[config.mk]
export PLATFORM = sky130hd
export DESIGN_NAME = ctrl_flujo_param
export DESIGN_NICKNAME = d
export VERILOG_FILES = /design/src/rtl/ctrl_flujo_param_pkg.sv /design/src/rtl/ctrl_flujo_param_banco_contadores.sv /design/src/rtl/ctrl_flujo_param.sv
export SDC_FILE = /design/constraint.sdc
export NUM_CORES = 1
export LEC_CHECK = 0
export CAP_MARGIN = 20
export CORE_MARGIN = 4
export CORE_UTILIZATION = 45
export CTS_CLUSTER_DIAMETER = 200
export DETAILED_ROUTE_END_ITERATION = 7
export PLACE_DENSITY = 0.87
export SLEW_MARGIN = 5
export SYNTH_ARGS = -nofsm -noshare
export SYNTH_HDL_FRONTEND = slang
export SYNTH_SLANG_ARGS = --single-unit
export TNS_END_PERCENT = 5
[constraint.sdc]
create_clock -name clk -period 3.5 [get_ports clk]
set_input_delay 0.35 -clock clk [delete_from_list [all_inputs] [get_ports clk]]
set_output_delay 0.35 -clock clk [all_outputs]
set_load 0.005 [all_outputs]
[src/rtl/ctrl_flujo_param_pkg.sv]
// Shared definitions for the flow-control block: state codes and default widths.
package ctrl_flujo_param_pkg;

   localparam int UMB_W_DEF = 3;
   localparam int CNT_W_DEF = 5;

   typedef enum logic [2:0] {
      ST_RESET  = 3'd0,
      ST_INIT   = 3'd1,
      ST_IDLE   = 3'd2,
      ST_ACTIVE = 3'd3,
      ST_ERROR  = 3'd4
   } estado_t;

   // Pops only count while the fabric is configured and healthy.
   function automatic logic cuenta_habilitada(input estado_t s);
      return (s == ST_IDLE) || (s == ST_ACTIVE);
   endfunction

endpackage

[src/rtl/ctrl_flujo_param_banco_contadores.sv]
// Per-output-channel pop counters with registered indexed readback and optional clear-on-read.
module ctrl_flujo_param_banco_contadores #(
   parameter int NUM_OUT     = 4,
   parameter int IDX_W       = 2,
   parameter int CNT_W       = 5,
   parameter int CLR_ON_READ = 0
) (
   input  logic               clk,
   input  logic               reset,
   input  logic               en,
   input  logic [NUM_OUT-1:0] pop_out,
   input  logic               req_ok,
   input  logic [IDX_W-1:0]   idx,
   output logic               valid_contador,
   output logic [CNT_W-1:0]   contador_out
);

   logic [CNT_W-1:0]   cnt [NUM_OUT];
   logic [NUM_OUT-1:0] inc_v;
   logic [NUM_OUT-1:0] clr_v;
   logic [CNT_W-1:0]   rd_dato;

   // NOTE: every always_comb output gets a default first so no path leaves it unassigned (no latch).
   always_comb begin
      inc_v   = '0;
      clr_v   = '0;
      rd_dato = '0;
      for (int i = 0; i < NUM_OUT; i++) begin
         inc_v[i] = en & pop_out[i];
         clr_v[i] = (CLR_ON_READ != 0) && req_ok && (idx == IDX_W'(i));
         if (idx == IDX_W'(i)) rd_dato = cnt[i];
      end
   end

   // NOTE: the counter array is a small register file, not a RAM, so it takes the async reset like any flop.
   always_ff @(posedge clk or negedge reset) begin
      if (!reset) begin
         for (int i = 0; i < NUM_OUT; i++) cnt[i] <= '0;
      end else begin
         for (int i = 0; i < NUM_OUT; i++) begin
            if (clr_v[i])      cnt[i] <= CNT_W'(inc_v[i]);
            else if (inc_v[i]) cnt[i] <= cnt[i] + CNT_W'(1);
         end
      end
   end

   // NOTE: state is updated with non-blocking assignments so reads above see pre-edge values.
   always_ff @(posedge clk or negedge reset) begin
      if (!reset) begin
         valid_contador <= 1'b0;
         contador_out   <= '0;
      end else begin
         valid_contador <= req_ok;
         contador_out   <= req_ok ? rd_dato : '0;
      end
   end

endmodule

[src/rtl/ctrl_flujo_param.sv]
// Flow-control FSM with watermark latching and a bank of readable pop counters.
module ctrl_flujo_param
   import ctrl_flujo_param_pkg::*;
#(
   parameter int NUM_CH      = 8,
   parameter int NUM_OUT     = 4,
   parameter int IDX_W       = 2,
   parameter int UMB_W       = UMB_W_DEF,
   parameter int CNT_W       = CNT_W_DEF,
   parameter int CLR_ON_READ = 0
) (
   input  logic               clk,
   input  logic               reset,
   input  logic               init,
   input  logic [UMB_W-1:0]   alto,
   input  logic [UMB_W-1:0]   bajo,
   input  logic [NUM_CH-1:0]  empty_fifos,
   input  logic [NUM_CH-1:0]  error_fifos,
   input  logic [NUM_OUT-1:0] pop_out,
   input  logic [IDX_W-1:0]   idx,
   input  logic               req,
   output logic [UMB_W-1:0]   alto_out,
   output logic [UMB_W-1:0]   bajo_out,
   output logic [2:0]         estado,
   output logic               idle_out,
   output logic               active_out,
   output logic               error_out,
   output logic               valid_contador,
   output logic [CNT_W-1:0]   contador_out
);

   estado_t st, st_nxt;

   always_ff @(posedge clk or negedge reset) begin
      if (!reset) st <= ST_RESET;
      else        st <= st_nxt;
   end

   always_comb begin
      st_nxt = st;
      case (st)
         ST_RESET: st_nxt = ST_INIT;
         ST_INIT: begin
            if (!init) st_nxt = (bajo >= alto) ? ST_ERROR : ST_IDLE;
         end
         ST_IDLE, ST_ACTIVE: begin
            if (|error_fifos)      st_nxt = ST_ERROR;
            else if (init)         st_nxt = ST_INIT;
            else if (&empty_fifos) st_nxt = ST_IDLE;
            else                   st_nxt = ST_ACTIVE;
         end
         ST_ERROR: st_nxt = ST_ERROR;
         default:  st_nxt = ST_RESET;
      endcase
   end

   // Thresholds track the inputs throughout INIT and freeze once it is left.
   always_ff @(posedge clk or negedge reset) begin
      if (!reset) begin
         alto_out <= '0;
         bajo_out <= '0;
      end else if (st == ST_INIT) begin
         alto_out <= alto;
         bajo_out <= bajo;
      end
   end

   assign estado     = st;
   assign idle_out   = (st == ST_IDLE);
   assign active_out = (st == ST_ACTIVE);
   assign error_out  = (st == ST_ERROR);

   ctrl_flujo_param_banco_contadores #(
      .NUM_OUT     (NUM_OUT),
      .IDX_W       (IDX_W),
      .CNT_W       (CNT_W),
      .CLR_ON_READ (CLR_ON_READ)
   ) u_banco (
      .clk            (clk),
      .reset          (reset),
      .en             (cuenta_habilitada(st)),
      .pop_out        (pop_out),
      .req_ok         (req && (st == ST_IDLE)),
      .idx            (idx),
      .valid_contador (valid_contador),
      .contador_out   (contador_out)
   );

endmodule

==> results of run 1 <==
synth_stat cells, drive strengths merged:
master and number:
dfrtp 35, xnor2 12, mux2 10, nand4 9, nand2 8, ha 7, and2 5, and3 5
mux4 5, nor2b 5, buf 4, inv 4, xor2 4, nor2 3, o21ai 3, or4 2
a211oi 1, a21oi 1, a2bb2oi 1, a31oi 1, clkbuf 1, nand2b 1, nor3 1, nor3b 1
o41ai 1
per-layer routing:
metal / vias to the layer above / GRT usage, % / part of all wire, %
met5: - / 0 / 0
met4: 0 / 7.543 / 1.8
met3: 6 / 4.052 / 4.0
met2: 33 / 28.69 / 57
met1: 607 / 16.41 / 37
li1: 564 / - / -
flip-flops by register name, indices dropped and copies added, names as in the netlist:
register and count:
u_banco.contador_out 5, alto_out 3, u_banco.cnt 20, estado 3, u_banco.valid_contador 1, bajo_out 3
critical path, stage by stage, from the launching register on:
cell and delay [ns]:
dfrtp_1 0.47, nor2b_2 0.36, nor2b_1 0.36, clkdlybuf4s50_1 0.57
area by class of cell:
cell class | instances | area (um2) | share of cell area [%]
clock buffer | 6 | 82.58 | 3.562
timing repair buffer | 50 | 498.0 | 21.48
tap | 46 | 57.56 | 2.482
multi-input combinational | 86 | 754.5 | 32.54
clock inverter | 2 | 35.03 | 1.511
sequential | 35 | 875.8 | 37.78
inverter | 4 | 15.01 | 0.6476
report_power, final:
group | internal, mW | switching [mW] | total (mW)
combinational | 0.290 | 0.152 | 0.442
clock | 0.230 | 0.140 | 0.371
sequential | 0.524 | 0.130 | 0.654
total | 1.04 | 0.422 | 1.47
per-stage QoR:
| step | utilization [%] | hold WS [ns] |
|---|---|---|
| after floorplan | - | 0.05441 |
| after global placement | 63.46 | 0.4677 |
| after detailed placement | 63.46 | 0.4723 |
| after CTS | 66.85 | 0.4812 |
| after global routing | 66.85 | 0.5078 |
| final | 66.85 | 0.4714 |
final timing paths:
path | start | end | slack (ns) | cells after the start
setup / recovery | estado[1] | idle_out | 1.10 | 3
setup reg to reg | estado[1] | u_banco.cnt[16] | 1.92 | 3
min in group asynchronous | reset | u_banco.cnt[4] | 0.48 | 2
hold reg to reg | u_banco.cnt[14] | u_banco.cnt[14] | 0.47 | 1
hold / removal | u_banco.cnt[14] | u_banco.cnt[14] | 0.47 | 1
max in group asynchronous | reset | u_banco.cnt[10] | 2.73 | 2
logic make-up after synthesis:
kind of cell	Yosys count	synth area share (%)
AO/OA/AOI/OAI	8	3.373
XOR/XNOR	16	8.396
adder cells (fa/ha/maj)	7	5.247
buffers and inverters	9	2.323
flip-flops	35	52.47
multiplexers	15	13.49
AND/OR/NAND/NOR	40	14.69
==> results.cfg, run 1 <==
[worst_hold_path]
min_path_type = register to register

[placement]
gp_congestion = 0.8084
postPlaceCellArea_um2 = 2201
dp_hpwl_mm = 2.826
dpl.cell_count = 221
port_buffers = 49
dp_slack_ns = 1.450

[clock_network]
cts.repair.resized = 0
cts_buffers = 5
clkSinkCount = 35
cts_setup_buffers = 0
cts_hold_buf = 0
htreeDepth = 2
tritoncts = done
clockBufferDepth = 2
clk_latency_ns = 0.28
clk_pin_slew_worst_paths_ns = 0.07
clockRootBuffer = clkbuf_8

[layout]
mostFrequentLayoutCells = 49 x clkdlybuf4s50_1, 35 x dfrtp_1, 12 x xnor2_1
nFillCells = 261
syn2layout_area_growth_pct = 38.91
design_area_um2 = 2318
final_common_cell = clkdlybuf4s50_1
layout.nets = 221
layout-drive-gt1-share_pct = 16.39
num_antenna_cells = 0
final_cells = 229

[sta]
max_freq_mhz = 417.2
rsz0062_at_grt = no
finalSetupViolCount = 0
finClkSkew_ns = 0.005375
setup_ws_ns = 1.103
slew_violations = 0
worst_pin_slew_ns = 0.4183
min_period_ns = 2.397
fin_crit_sh_pct = 68.48
tns_ns = 0
relSlewSlack_pct = 72.12
hold_violations = 0

[synth]
ys_ff_latch = 35
synth_cell_types = 28
synth_top_area_cell = dfrtp_1
syn_avg_cell_area_um2 = 12.84
syn_nets = 169
synth_top_area_share_pct = 52.47
ys_top_cells_by_area = dfrtp_1 52%, mux2_2 6.7%, mux4_2 6.7%
ys_seq_area_share_pct = 52.47
synth.cell_area_um2 = 1669
synthCells = 130
synth_warnings = 0

[global_route]
grt_pass1_wl_mm = 5.313
grt_use_total_pct = 15.63
grt-ovfl-total = 0
antenna_found_initial = 0
grt_max_degree = 36
grt_pass1_vias = 1224

[setup_path]
cp-start-kind = register
worstSetupEndpointType = primary output
crit_arrival_ns = 2.05
crit_type = register to primary output
required_ns = 3.15
cp_max_fo = 8

[flow_run]
cap_violations = 0

[pwr]
powerDensity_nw_per_um2 = 632.7
total_power_mw = 1.467
ir_worst_vdd_mv = 0.3675
leakage_nw = 1.010

[drt]
vias = 1210
firstDrtPassIters = 4
wl_per_cell_um = 15.04
drt_wl_total_mm = 3.444
via_per_inst = 5.284
drtAntennaViolNets = 0
drc = 0
initialDrtViolationCount = 39

[run_status]
run_status = finished, final reports clean

[die]
die_w_um = 68.90
ios = 50
start_util_pct = 48.12
die_h_um = 68.90
core_um2 = 3468
die_area_um2 = 4747
placementRows = 21
Power figures use the tool's default switching activity.
==> run 2: changes to the inputs <==
clock period = 2.27 ns   (was 3.5 ns; I/O delays follow)
==> results.cfg, run 2 (synthesis gave the netlist of run 1 again) <==
[pwr]
powerDensity_nw_per_um2 = 947.7
leakage_nw = 1.003
ir_worst_vdd_mv = 0.6882

[sta]
worst_pin_slew_ns = 0.4253
relSlewSlack_pct = 71.64
max_freq_mhz = 475.1
hold_violations = 0
tns_ns = 0
rsz0062_at_grt = no
finClkSkew_ns = 0.005540
fin_crit_sh_pct = 92.73
min_period_ns = 2.105
finalSetupViolCount = 0
slew_violations = 0

[setup_path]
crit_arrival_ns = 1.88
crit_slowest_cell = clkdlybuf4s50_1
worst-path-stages = 3
worstSetupEndpointType = primary output
crit_family = buffers and inverters
crit_path_end = idle_out
crit_buf_inv = 1
slowest_delay_ns = 0.57
cp-start-kind = register
path_cells = nor2b_2 > nor2b_1 > clkdlybuf4s50_1
cp_max_fo = 8
regToRegStartpoint = estado[1]
crit_type = register to primary output
crit_path_start = estado[1]
required_ns = 2.04
ff2ff_setup_slack_ns = 0.72
r2r_end = u_banco.cnt[6]
r2r_cells = 4

[layout]
final_common_cell = clkdlybuf4s50_1
syn2layout_area_growth_pct = 38.01
mostFrequentLayoutCells = 49 x clkdlybuf4s50_1, 35 x dfrtp_1, 12 x xnor2_1
largest_registers = u_banco.cnt (20), u_banco.contador_out (5)
num_antenna_cells = 0
design_area_um2 = 2303
layout.nets = 222
top_register = u_banco.cnt
largest_register_ffs = 20
layout-drive-gt1-share_pct = 16.30

[global_route]
grt_use_total_pct = 17.35
grt-ovfl-total = 0
grt_pass1_vias = 1278
antenna_found_initial = 0
grt_pass1_wl_mm = 5.816
grt_max_degree = 36

[placement]
dp_hpwl_mm = 2.870
postPlaceCellArea_um2 = 2208
port_buffers = 49
gp_congestion = 0.7344

[die]
placementRows = 21
ios = 50
start_util_pct = 48.12
die_h_um = 68.90
core_um2 = 3468
die_area_um2 = 4747
die_w_um = 68.90

[clock_network]
htreeDepth = 2
clockBufferDepth = 2
clockRootBuffer = clkbuf_8
tritoncts = done
cts_buffers = 5
cts_hold_buf = 0
clk_latency_ns = 0.29
clkSinkCount = 35
clk_pin_slew_worst_paths_ns = 0.07
cts.repair.resized = 0
cts_setup_buffers = 0

[drt]
wl_met3_um = 168
top_layer = met4
wl_met1_mm = 1.314
via_per_inst = 5.230
wl_met2_mm = 2.156
wl_per_cell_um = 16.17
vias = 1203
drt_wl_total_mm = 3.720
drtAntennaViolNets = 0
drc = 0
initialDrtViolationCount = 65
firstDrtPassIters = 4

[run_status]
run_status = finished, final reports clean

[flow_run]
cap_violations = 0

[worst_hold_path]
min_path_type = input port to asynchronous set/reset pin
## run 2: changes by cell type in the layout (fill, tap and decap cells not counted)
cell	change
buf_4	+1
clkinv_2	-1
clkinv_4	+1
clkbuf_1	+1
bufinv_16	-1
## run 2: area by class of cell
cell class / instances / area [um2]
tap: 46 / 57.56
sequential: 35 / 875.8
clock buffer: 7 / 86.33
inverter: 4 / 15.01
multi-input combinational: 86 / 754.5
clock inverter: 1 / 8.758
fill: 276 / 1165
timing repair buffer: 51 / 505.5
## run 2: worst register-to-register path, stage by stage, from the launching register on
cell and delay, ns:
dfrtp_1 0.48, nor2b_2 0.20, buf_4 0.16, and2_1 0.25, mux2_2 0.36
## run 2: where the power goes
| group | switching (mW) | internal, mW |
|---|---|---|
| sequential | 0.204 | 0.808 |
| clock | 0.218 | 0.248 |
| combinational | 0.249 | 0.455 |
| total | 0.672 | 1.51 |
## run 2: layer usage
layer | GRT usage [%] | up-vias
met5 | 0 | -
met4 | 7.786 | 0
met3 | 5.511 | 8
met2 | 32.14 | 33
met1 | 17.55 | 595
li1 | - | 567
## run 2: how the worst min path moves through the flow
| stage | start | to | slack [ns] | depth (start not counted) |
|---|---|---|---|---|
| final | reset | u_banco.cnt[17] | 0.35 | 2 |
| after global routing | reset | u_banco.cnt[19] | 0.38 | 2 |
| after CTS | reset | u_banco.cnt[3] | 0.36 | 2 |
| after detailed placement | u_banco.cnt[14] | u_banco.cnt[14] | 0.48 | 1 |
| after global placement | u_banco.cnt[14] | u_banco.cnt[14] | 0.47 | 1 |
| after floorplan | reset | alto_out[0] | -0.07 | 0 |
## run 2: through the flow
step / power, mW / setup WS (ns) / util (%) / hold WS [ns] / std cells
final: 2.183 / 0.1651 / 66.41 / 0.3455 / 230
after global routing: 2.314 / 0.03340 / 66.41 / 0.3816 / 230
after CTS: 2.204 / 0.1712 / 66.41 / 0.3603 / 230
after detailed placement: 1.724 / 0.4934 / 63.67 / 0.4819 / 222
after global placement: 1.659 / 0.5659 / 63.67 / 0.4660 / 222
after floorplan: 1.343 / 0.9056 / - / -0.06859 / 130
